<file path="src/rtl/ecap5_dproc_pkg.sv">
// rtl/ecap5_dproc_pkg.sv - shared types for the write-back stage
package ecap5_dproc_pkg;

    typedef enum logic [1:0] {
        BYTE = 2'd0,
        HALF = 2'd1,
        WORD = 2'd2
    } load_size_t;

    typedef enum logic [1:0] {
        EMPTY = 2'd0,
        ONE   = 2'd1,
        FULL  = 2'd2
    } wbm_state_t;

    typedef struct packed {
        logic        reg_write;
        logic [4:0]  addr;
        logic [31:0] data;
    } wb_entry_t;

    localparam int unsigned WB_DEPTH = 2;

    function automatic logic [31:0] addr_onehot(input logic [4:0] addr);
        return 32'd1 << addr;
    endfunction

endpackage

</file>
<file path="src/rtl/wbm_load_align.sv">
// rtl/wbm_load_align.sv - load data extraction, extension and misalignment detect
module load_align
    import ecap5_dproc_pkg::*;
(
    input  logic [31:0] i_data,
    input  logic        i_load,
    input  logic [1:0]  i_size,
    input  logic        i_unsigned,
    input  logic [1:0]  i_offset,
    output logic [31:0] o_data,
    output logic        o_misaligned
);

    logic [31:0] w_shifted;

    // Bring the addressed byte lane down to bit 0; upper lanes fill with zeros.
    assign w_shifted = i_data >> {i_offset, 3'b000};

    always_comb begin
        o_data       = i_data;
        o_misaligned = 1'b0;
        if (i_load) begin
            case (i_size)
                BYTE: begin
                    o_data = {{24{~i_unsigned & w_shifted[7]}}, w_shifted[7:0]};
                end
                HALF: begin
                    o_data       = {{16{~i_unsigned & w_shifted[15]}}, w_shifted[15:0]};
                    o_misaligned = i_offset[0];
                end
                default: begin
                    o_misaligned = (i_offset != 2'd0);
                end
            endcase
        end
    end

endmodule

</file>
<file path="src/rtl/wbm.sv">
// rtl/wbm.sv - write-back stage: 2-entry result buffer feeding the register file
module wbm
    import ecap5_dproc_pkg::*;
(
    input  logic        clk_i,
    input  logic        rst_i,
    input  logic        input_valid_i,
    output logic        input_ready_o,
    input  logic        reg_write_i,
    input  logic [4:0]  reg_addr_i,
    input  logic [31:0] reg_data_i,
    input  logic        load_i,
    input  logic [1:0]  load_size_i,
    input  logic        load_unsigned_i,
    input  logic [1:0]  load_offset_i,
    input  logic        rf_stall_i,
    output logic        rf_write_o,
    output logic [4:0]  rf_addr_o,
    output logic [31:0] rf_data_o,
    output logic [31:0] pending_mask_o,
    output logic        misaligned_o
);

    wbm_state_t  r_state;
    wbm_state_t  w_next_state;
    logic        r_wr_ptr;
    logic        r_rd_ptr;
    wb_entry_t   r_buf [WB_DEPTH];

    logic        w_push;
    logic        w_pop;
    logic [31:0] w_align_data;
    logic        w_align_mis;
    wb_entry_t   w_head;

    load_align u_load_align (
        .i_data       (reg_data_i),
        .i_load       (load_i),
        .i_size       (load_size_i),
        .i_unsigned   (load_unsigned_i),
        .i_offset     (load_offset_i),
        .o_data       (w_align_data),
        .o_misaligned (w_align_mis)
    );

    always_ff @(posedge clk_i) begin
        if (!rst_i) begin
            r_state <= EMPTY;
        end else begin
            r_state <= w_next_state;
        end
    end

    always_comb begin
        w_next_state = r_state;
        case (r_state)
            EMPTY:   if (w_push) w_next_state = ONE;
            ONE: begin
                if (w_push && !w_pop)      w_next_state = FULL;
                else if (!w_push && w_pop) w_next_state = EMPTY;
            end
            FULL:    if (w_pop) w_next_state = ONE;
            default: w_next_state = EMPTY;
        endcase
    end

    // Ready depends on occupancy only, so a pop in FULL does not open the slot this cycle.
    always_comb begin
        input_ready_o = (r_state != FULL);
        w_push        = input_valid_i && input_ready_o;
        w_pop         = (r_state != EMPTY) && !rf_stall_i;
    end

    assign w_head = r_buf[r_rd_ptr];

    always_ff @(posedge clk_i) begin
        if (w_push) begin
            r_buf[r_wr_ptr] <= '{reg_write: reg_write_i && !w_align_mis,
                                 addr:      reg_addr_i,
                                 data:      w_align_data};
        end
    end

    always_ff @(posedge clk_i) begin
        if (!rst_i) begin
            r_wr_ptr     <= 1'b0;
            r_rd_ptr     <= 1'b0;
            rf_write_o   <= 1'b0;
            rf_addr_o    <= 5'd0;
            rf_data_o    <= 32'd0;
            misaligned_o <= 1'b0;
        end else begin
            misaligned_o <= w_push && w_align_mis;
            if (w_push) begin
                r_wr_ptr <= ~r_wr_ptr;
            end
            if (w_pop) begin
                r_rd_ptr   <= ~r_rd_ptr;
                rf_write_o <= w_head.reg_write && (w_head.addr != 5'd0);
                rf_addr_o  <= w_head.addr;
                rf_data_o  <= w_head.data;
            end else begin
                rf_write_o <= 1'b0;
            end
        end
    end

    always_comb begin
        pending_mask_o = 32'd0;
        for (int i = 0; i < WB_DEPTH; i++) begin
            if (((r_state == FULL) || ((r_state == ONE) && (r_rd_ptr == 1'(i)))) &&
                r_buf[i].reg_write && (r_buf[i].addr != 5'd0)) begin
                pending_mask_o = pending_mask_o | addr_onehot(r_buf[i].addr);
            end
        end
    end

endmodule

</file>
<file path="config.mk">
export PLATFORM = sky130hd
export DESIGN_NAME = wbm
export DESIGN_NICKNAME = d
export VERILOG_FILES = /design/src/rtl/ecap5_dproc_pkg.sv /design/src/rtl/wbm_load_align.sv /design/src/rtl/wbm.sv
export SDC_FILE = /design/constraint.sdc
export NUM_CORES = 1
export LEC_CHECK = 0
export ABC_AREA = 1
export CAP_MARGIN = 20
export CORE_ASPECT_RATIO = 0.7
export CORE_MARGIN = 2
export CORE_UTILIZATION = 57
export CTS_BUF_LIST = sky130_fd_sc_hd__clkbuf_16
export CTS_CLUSTER_DIAMETER = 120
export DETAILED_ROUTE_END_ITERATION = 12
export DONT_BUFFER_PORTS = 1
export PLACE_DENSITY = 0.75
export SLEW_MARGIN = 0
export SYNTH_ARGS = -nofsm -noshare
export SYNTH_HDL_FRONTEND = slang
export SYNTH_SLANG_ARGS = --single-unit
</file>
<file path="constraint.sdc">
create_clock -name clk_i -period 2.6 [get_ports clk_i]
set_input_delay 0.65 -clock clk_i [delete_from_list [all_inputs] [get_ports clk_i]]
set_output_delay 0.65 -clock clk_i [all_outputs]
set_load 0.03 [all_outputs]
</file>
==> key figures, run 1 <==
Logic synthesis
  – #FFs+latches synth: 120
  – Nets in the synthesized netlist: 788
  – Synth warnings: 0
  – Synth top area share: 0.378
  – Cell type with the largest total area after synthesis: sky130_fd_sc_hd__edfxtp_1
  – Sequential area share after synthesis: 0.524
  – Cell area after synthesis: 6030 um^2
  – Syn avg cell area: 8.17 um^2
  – Number of instances in the synthesized netlist: 739
  – Distinct cell type count after synthesis: 36
  – Cell types with the largest area share after synthesis: sky130_fd_sc_hd__edfxtp_1, sky130_fd_sc_hd__dfxtp_1, sky130_fd_sc_hd__nand2_1

Worst setup path
  – Critical path start-end classification: reg -> out
  – Critical Path Start Type: register
  – Worst stage delay on the critical path: 0.34 ns
  – Buffers & Inverters on Critical Path: 1
  – Kind of end point of the critical path: output port
  – CP Cell Sequence: inv_1, nand3_1, nand2_1, nand2_1, nor3_1, nand2_1, nand2_1
  – Category of cells accounting for the largest share of critical-path delay: simple AND/OR/NAND/NOR gates
  – Crit path arrival time: 1.88 ns
  – Worst Path Required: 1.95 ns
  – CP Max Fanout: 4
  – Slowest library cell on the worst path: sky130_fd_sc_hd__dfxtp_1
  – Cell with the most instances on the worst path: sky130_fd_sc_hd__nand2_1

Global routing
  – Initial antenna violation count: 0
  – Total routing resource utilization after global routing: 0.277
  – Total global routing overflow: 0
  – Wire length of the first global-routing pass: 24,600 um
  – Number of global-route vias before repair: 4,747
  – Pin count of the biggest net entering global routing: 65

Timing
  – Final clock period utilization by the worst path: 0.972
  – Final Setup Violations: 0
  – Layout Skew: 0.00681 ns
  – Final sum of negative setup slack: 0 ns
  – Slew Viols, Final: 0
  – Final worst hold slack: 0.332 ns
  – FMAX: 0.396 GHz
  – Final hold violation count: 0
  – Final critical delay including setup and external delays: 2.53 ns

Route
  – Iter 0 DRT Violations: 552
  – Sum of routed wire length over all layers: 15,300 um
  – ANT nets after route: 0
  – DRC Markers: 0
  – Count of TritonRoute iterations in the first routing pass: 5
  – Vias per cell: 5.75
  – Wire length per cell after detailed routing: 17.4 um
  – Count of vias placed by the detailed router: 5,045

Floorplanning
  – Initial standard-cell utilization of the core: 0.585
  – Die area: 11,400 um^2
  – Die outline height: 90.1 um
  – # rows: 31
  – DIE WIDTH: 127 um
  – Core box area: 10,300 um^2
  – Ports placed on the boundary: 120

Clock network
  – Clock edge transition at the registers on the reported setup and hold paths: 0.05 ns
  – Depth of the CTS H-tree: 4
  – Buffer type at the clock tree root: sky130_fd_sc_hd__clkbuf_16
  – Clock tree from TritonCTS: done
  – Clk sinks: 120
  – TritonCTS Buffers: 17
  – CTS max path bufs: 2
  – Clock network latency to the later pin of the worst-skew pair: 0.41 ns
  – Number of buffers inserted for hold repair after clock tree synthesis: 0

Finish
  – Nets: 781
  – Final instance count without filler cells: 877
  – Finished layout cell area: 6840 um^2
  – Signed area change from the synthesized netlist to the final layout: 13.4%
  – Diodes inserted: 0
  – Layout cells sized above 1: 0.133
  – Most common cell after layout, fill and taps aside: sky130_fd_sc_hd__nand2_1
  – Leading cell types in the layout, fill and taps excluded: sky130_fd_sc_hd__nand2_1, sky130_fd_sc_hd__nor2_1, sky130_fd_sc_hd__a21oi_1

Power
  – P per Cell Area: 1000 nW/um^2
  – Reported leakage power: 2.89 nW
  – Highest ir drop seen on vdd: 616 uV

Place
  – Final weighted congestion of routability-driven global placement: 1.03
  – Final HPWL from detailed placement: 10,500 um
  – Placed standard-cell area: 6110 um^2
  – Placed cell count: 839
  – Count of input and output buffers: 0

Status
  – Outcome: complete, no violations

Run
  – Number of max-capacitance violations reported: 0

Min path
  – Classification of the worst-slack hold path: in -> reg
## metrics by stage
step	setup WS, ns	utilization	total power [mW]
6_report	0.0724	0.663	6.84
5_1_grt	-0.0161	0.663	7.21
4_1_cts	0.00102	0.650	6.78
3_5_place_dp	0.447	0.593	4.46
3_3_place_gp	0.415	0.593	4.40
2_1_floorplan	0.384	-	4.14
## synthesized netlist by cell type (all sizes together)
library cell and count:
nand4 1, nand2 123, a211oi 4, conb 1, inv 82, o21ai 74, nor4 1, clkbuf 16
buf 31, and2 2, dfxtp 44, ha 1, o2111ai 1, edfxtp 76, clkinv 1, a31oi 7
nor3 5, a21oi 84, nand3 73, nor2 111, nand3b 1
## power breakdown
group	leakage, nW	switching (mW)	internal (mW)	total, mW
sequential	1.08	0.615	2.47	3.08
combinational	1.53	0.987	0.466	1.45
clock	0.289	0.817	1.49	2.31
## metal layers
metal | vias up | wire length (um) | GRT usage | share of wire
met2 | 229 | 6740 | 0.409 | 0.44
met3 | 20 | 1440 | 0.0786 | 0.094
met4 | 0 | 273 | 0.103 | 0.018
met1 | 2344 | 6850 | 0.390 | 0.45
li1 | 2452 | - | - | -
met5 | - | 0 | 0 | 0
## final cells by class
type	instances	area [um^2]
clock inverters	15	161
repair buffers	21	250
clock buffers	17	425
well taps	132	165
fillers	829	3480
inverters	83	319
multi-input cells	489	2350
flip-flops and latches	120	3170
## logic make-up (layout without fill, tap and decap cells)
logic type | count (synthesis) | in the layout | share of synthesized area
compound gates | 170 | 170 | 0.150
fa+ha+maj | 1 | 1 | 0.00207
buf+inv | 130 | 136 | 0.0966
flops | 120 | 120 | 0.524
other cells | 1 | 1 | 0.000621
simple gates | 317 | 317 | 0.226
## registers in the layout (all words and copies together), names as in the netlist, named ones only
| register | count |
|---|---|
| r_state | 2 |
| r_buf | 76 |
| rf_data_o | 32 |
| rf_write_o | 1 |
| rf_addr_o | 5 |
| misaligned_o | 1 |
| r_wr_ptr | 1 |
| r_rd_ptr | 1 |
## path summary, 6_finish.rpt
| check | to | from | cells past startpoint | slack [ns] |
|---|---|---|---|---|
| worst max-delay path | pending_mask_o[8] | r_state[1] | 7 | 0.07 |
| worst min-delay path | r_buf[1][36] | reg_addr_i[4] | 0 | 0.33 |
| worst max register to register | r_state[0] | r_state[1] | 9 | 0.77 |
| worst min register to register | r_rd_ptr | r_rd_ptr | 1 | 0.51 |
## timing repair
| item | in CTS | in global routing |
|---|---|---|
| endpoints found under the setup margin | 2 | 31 |
| resized for setup | 2 | 22 |
| buffers inserted | 0 | 5 |
| pin swaps | 0 | 2 |
| gates cloned | 0 | 1 |
Power figures use the tool's default switching activity.
==> run 2, diff against run 1 <==
Settings changed: GPL_TIMING_DRIVEN set to 0, SLEW_MARGIN 0 to not set.
==> run 2 against run 1 <==
Net effect:
- sequential power hardly changed
- count of clock-buffer cells in the layout stayed put
- first-iteration DRC count is 6.3% higher
- non-clock buffer count is 33 higher
- final area is 2.7% higher
- global-route usage is 1.9 points higher
- register-to-register slack worse by 0.29 ns
- total power is 0.96% higher
- setup slack better by 0.0030 ns
- flip-flop and latch count stayed put
- utilization is 1.8 points higher
- sequential share of layout area is 1.3 points lower
==> key figures, run 2 (synthesis gave the netlist of run 1 again) <==
Power
  – Net switching component of the power: 2.63 mW (was 2.42 mW)
  – Share of power burned in the clock network: 0.321 (was 0.337)
  – Highest ir drop seen on vdd: 705 uV (was 616 uV)
  – Internal portion of total power: 4.28 mW (was 4.42 mW)
  – Combinational group share of total power: 0.236 (was 0.212)
  – Sequential group share of total power: 0.443 (was 0.451)
  – Sw frac: 0.380 (was 0.354)
  – P per Cell Area: 983 nW/um^2 (was 1000 nW/um^2)
  – Reported leakage power: 2.96 nW (was 2.89 nW)

Timing
  – Worst slew margin relative to its limit: 0.563
  – Final critical delay including setup and external delays: 2.52 ns (was 2.53 ns)
  – Layout Skew: 0.00838 ns (was 0.00681 ns)
  – Final clock period utilization by the worst path: 0.971 (was 0.972)
  – Slew of the pin with the lowest slew margin: 0.654 ns
  – Final Setup Violations: 0 (unchanged)
  – Final hold violation count: 0 (unchanged)
  – Slew Viols, Final: 0 (unchanged)
  – Final sum of negative setup slack: 0 ns (unchanged)
  – FMAX: 0.396 GHz (about the same)
  – Unrepaired setup endpoints after global routing: yes
  – Post-route setup slack: 0.0754 ns (was 0.0724 ns)

Worst setup path
  – Crit path arrival time: 1.87 ns (was 1.88 ns)
  – Buffers & Inverters on Critical Path: 1 (unchanged)
  – Cell with the most instances on the worst path: sky130_fd_sc_hd__nand2_1 (unchanged)
  – Worst Path Required: 1.95 ns (about the same)
  – Number of cells traversed by the worst register-to-register path: 10 (was 9)
  – CP Cell Sequence: buf_4, nor3_2, nand2_1, nor2_1, nand2_1, nand2_2 (was inv_1, nand3_1, nand2_1, nand2_1, nor3_1, nand2_1, nand2_1)
  – Critical path start-end classification: reg -> out (unchanged)
  – Slowest library cell on the worst path: sky130_fd_sc_hd__edfxtp_1 (was sky130_fd_sc_hd__dfxtp_1)
  – Startpoint of the most critical register-to-register path: r_state[0] (was r_state[1])
  – Minimum setup slack among reg-to-reg paths: 0.48 ns (was 0.77 ns)
  – Reg2reg end: r_state[0] (unchanged)
  – Kind of end point of the critical path: output port (unchanged)
  – CP Max Fanout: 5 (was 4)
  – Instance count on the critical path: 6 (was 7)
  – Worst stage delay on the critical path: 0.43 ns (was 0.34 ns)
  – Critical Path Start Type: register (unchanged)
  – Category of cells accounting for the largest share of critical-path delay: simple AND/OR/NAND/NOR gates (unchanged)

Finish
  – Reg with most FFs: r_buf (unchanged)
  – Layout cells sized above 1: 0.176 (was 0.133)
  – # fillers: 834 (was 829)
  – Leading cell types in the layout, fill and taps excluded: sky130_fd_sc_hd__nor2_1, sky130_fd_sc_hd__nand2_1, sky130_fd_sc_hd__a21oi_1 (was sky130_fd_sc_hd__nand2_1, sky130_fd_sc_hd__nor2_1, sky130_fd_sc_hd__a21oi_1)
  – Nets: 814 (was 781)
  – Flip-flop count of the largest register, all copies and words added: 76 (unchanged)
  – Most common cell after layout, fill and taps aside: sky130_fd_sc_hd__nor2_1 (was sky130_fd_sc_hd__nand2_1)
  – Signed area change from the synthesized netlist to the final layout: 16.4% (was 13.4%)
  – Finished layout cell area: 7030 um^2 (was 6840 um^2)
  – Diodes inserted: 0 (unchanged)
  – Largest regs: r_buf (76), rf_data_o (32), rf_addr_o (5) (unchanged)

Global routing
  – Number of global-route vias before repair: 4,860 (was 4,747)
  – Wire length of the first global-routing pass: 26,300 um (was 24,600 um)
  – Pin count of the biggest net entering global routing: 22 (was 65)
  – Total global routing overflow: 0 (unchanged)
  – Total routing resource utilization after global routing: 0.296 (was 0.277)
  – Initial antenna violation count: 0 (unchanged)

Floorplanning
  – Ports placed on the boundary: 120 (unchanged)
  – Core box area: 10,300 um^2 (unchanged)
  – Die area: 11,400 um^2 (unchanged)
  – Initial standard-cell utilization of the core: 0.585 (unchanged)
  – DIE WIDTH: 127 um (unchanged)
  – Die outline height: 90.1 um (unchanged)
  – # rows: 31 (unchanged)

Clock network
  – Clk sinks: 120 (unchanged)
  – CTS max path bufs: 2 (unchanged)
  – Clock edge transition at the registers on the reported setup and hold paths: 0.06 ns (was 0.05 ns)
  – Clock network latency to the later pin of the worst-skew pair: 0.41 ns (about the same)
  – Buffer type at the clock tree root: sky130_fd_sc_hd__clkbuf_16 (unchanged)
  – Number of buffers inserted for hold repair after clock tree synthesis: 0 (unchanged)
  – Depth of the CTS H-tree: 4 (unchanged)
  – Clock tree from TritonCTS: done (unchanged)
  – TritonCTS Buffers: 17 (unchanged)

Route
  – DRC Markers: 0 (unchanged)
  – Wire length per cell after detailed routing: 18.5 um (was 17.4 um)
  – Count of TritonRoute iterations in the first routing pass: 5 (unchanged)
  – Vias per cell: 5.91 (was 5.75)
  – Count of vias placed by the detailed router: 5,379 (was 5,045)
  – ANT nets after route: 0 (unchanged)
  – Iter 0 DRT Violations: 587 (was 552)
  – Sum of routed wire length over all layers: 16,800 um (was 15,300 um)

Min path
  – Classification of the worst-slack hold path: in -> reg (unchanged)
  – Worst Hold Path Cells: 0 (unchanged)
  – Min-delay src: reg_addr_i[4] (unchanged)
  – Terminating pin of the worst hold path: r_buf[1][36] (unchanged)

Place
  – Placed standard-cell area: 6270 um^2 (was 6110 um^2)
  – Dpl ws: 0.00840 ns (was 0.447 ns)
  – Final weighted congestion of routability-driven global placement: 0.987 (was 1.03)
  – Final HPWL from detailed placement: 12,100 um (was 10,500 um)
  – Count of input and output buffers: 0 (unchanged)

Run
  – Number of max-capacitance violations reported: 0 (unchanged)

Status
  – Outcome: complete, no violations (unchanged)
-- run 2: what timing repair did --
action / 4_1_cts / 5_1_grt
pin swaps: 0 / 1
endpoints found under the setup margin: 15 / 31
cloned: 0 / 0
gates resized for setup: 9 / 43
buffers inserted: 0 / 5
endpoints found under the hold margin: 0 / 0
-- run 2: area by class of cell --
cell class / instances / area (um^2) / share of cell area
clock inverters: 15 / 143 / 0.0203
multi-input cells: 489 / 2440 / 0.348
flip-flops and latches: 120 / 3160 / 0.450
clock buffers: 17 / 425 / 0.0606
repair buffers: 7 / 92.6 / 0.0132
well taps: 132 / 165 / 0.0235
inverters: 83 / 323 / 0.0459
plain buffers: 47 / 269 / 0.0383
-- run 2: per-stage QoR --
step                      power [mW]  hold WS [ns]  utilization  std cells
after detailed placement        4.64         0.493        0.608        873
final                           6.91         0.334        0.681        910
after CTS                       6.86         0.327        0.665        905
after floorplan                 4.14         0.459            -        739
after global routing            7.23         0.320        0.681        910
after global placement          4.55         0.484        0.601        871
-- run 2: worst max path at each step --
stage / start / endpoint / slack [ns]
after CTS: r_state[0] / pending_mask_o[3] / -0.11
after detailed placement: r_buf[1][36] / pending_mask_o[31] / 0.008
final: r_buf[1][33] / pending_mask_o[17] / 0.08
after global routing: r_buf[0][35] / pending_mask_o[28] / -0.03
after floorplan: r_state[0] / pending_mask_o[31] / 0.38
after global placement: r_state[0] / r_buf[0][10] / -0.22
-- run 2: power by group through the flow --
stage | combinational (mW) | sequential, mW | clock (mW)
6_report | 1.63 | 3.06 | 2.22
5_1_grt | 1.81 | 3.09 | 2.33
4_1_cts | 1.57 | 3.06 | 2.23
3_5_place_dp | 1.55 | 3.09 | 0
3_3_place_gp | 1.46 | 3.09 | 0
2_1_floorplan | 1.12 | 3.03 | 0
-- run 2: routing by layer --
metal  up-vias  share of wire  GRT usage
met5         -              0          0
met4         0          0.020      0.102
met3        30           0.10     0.0774
met2       288           0.43      0.420
met1      2534           0.45      0.440
li1       2527              -          -
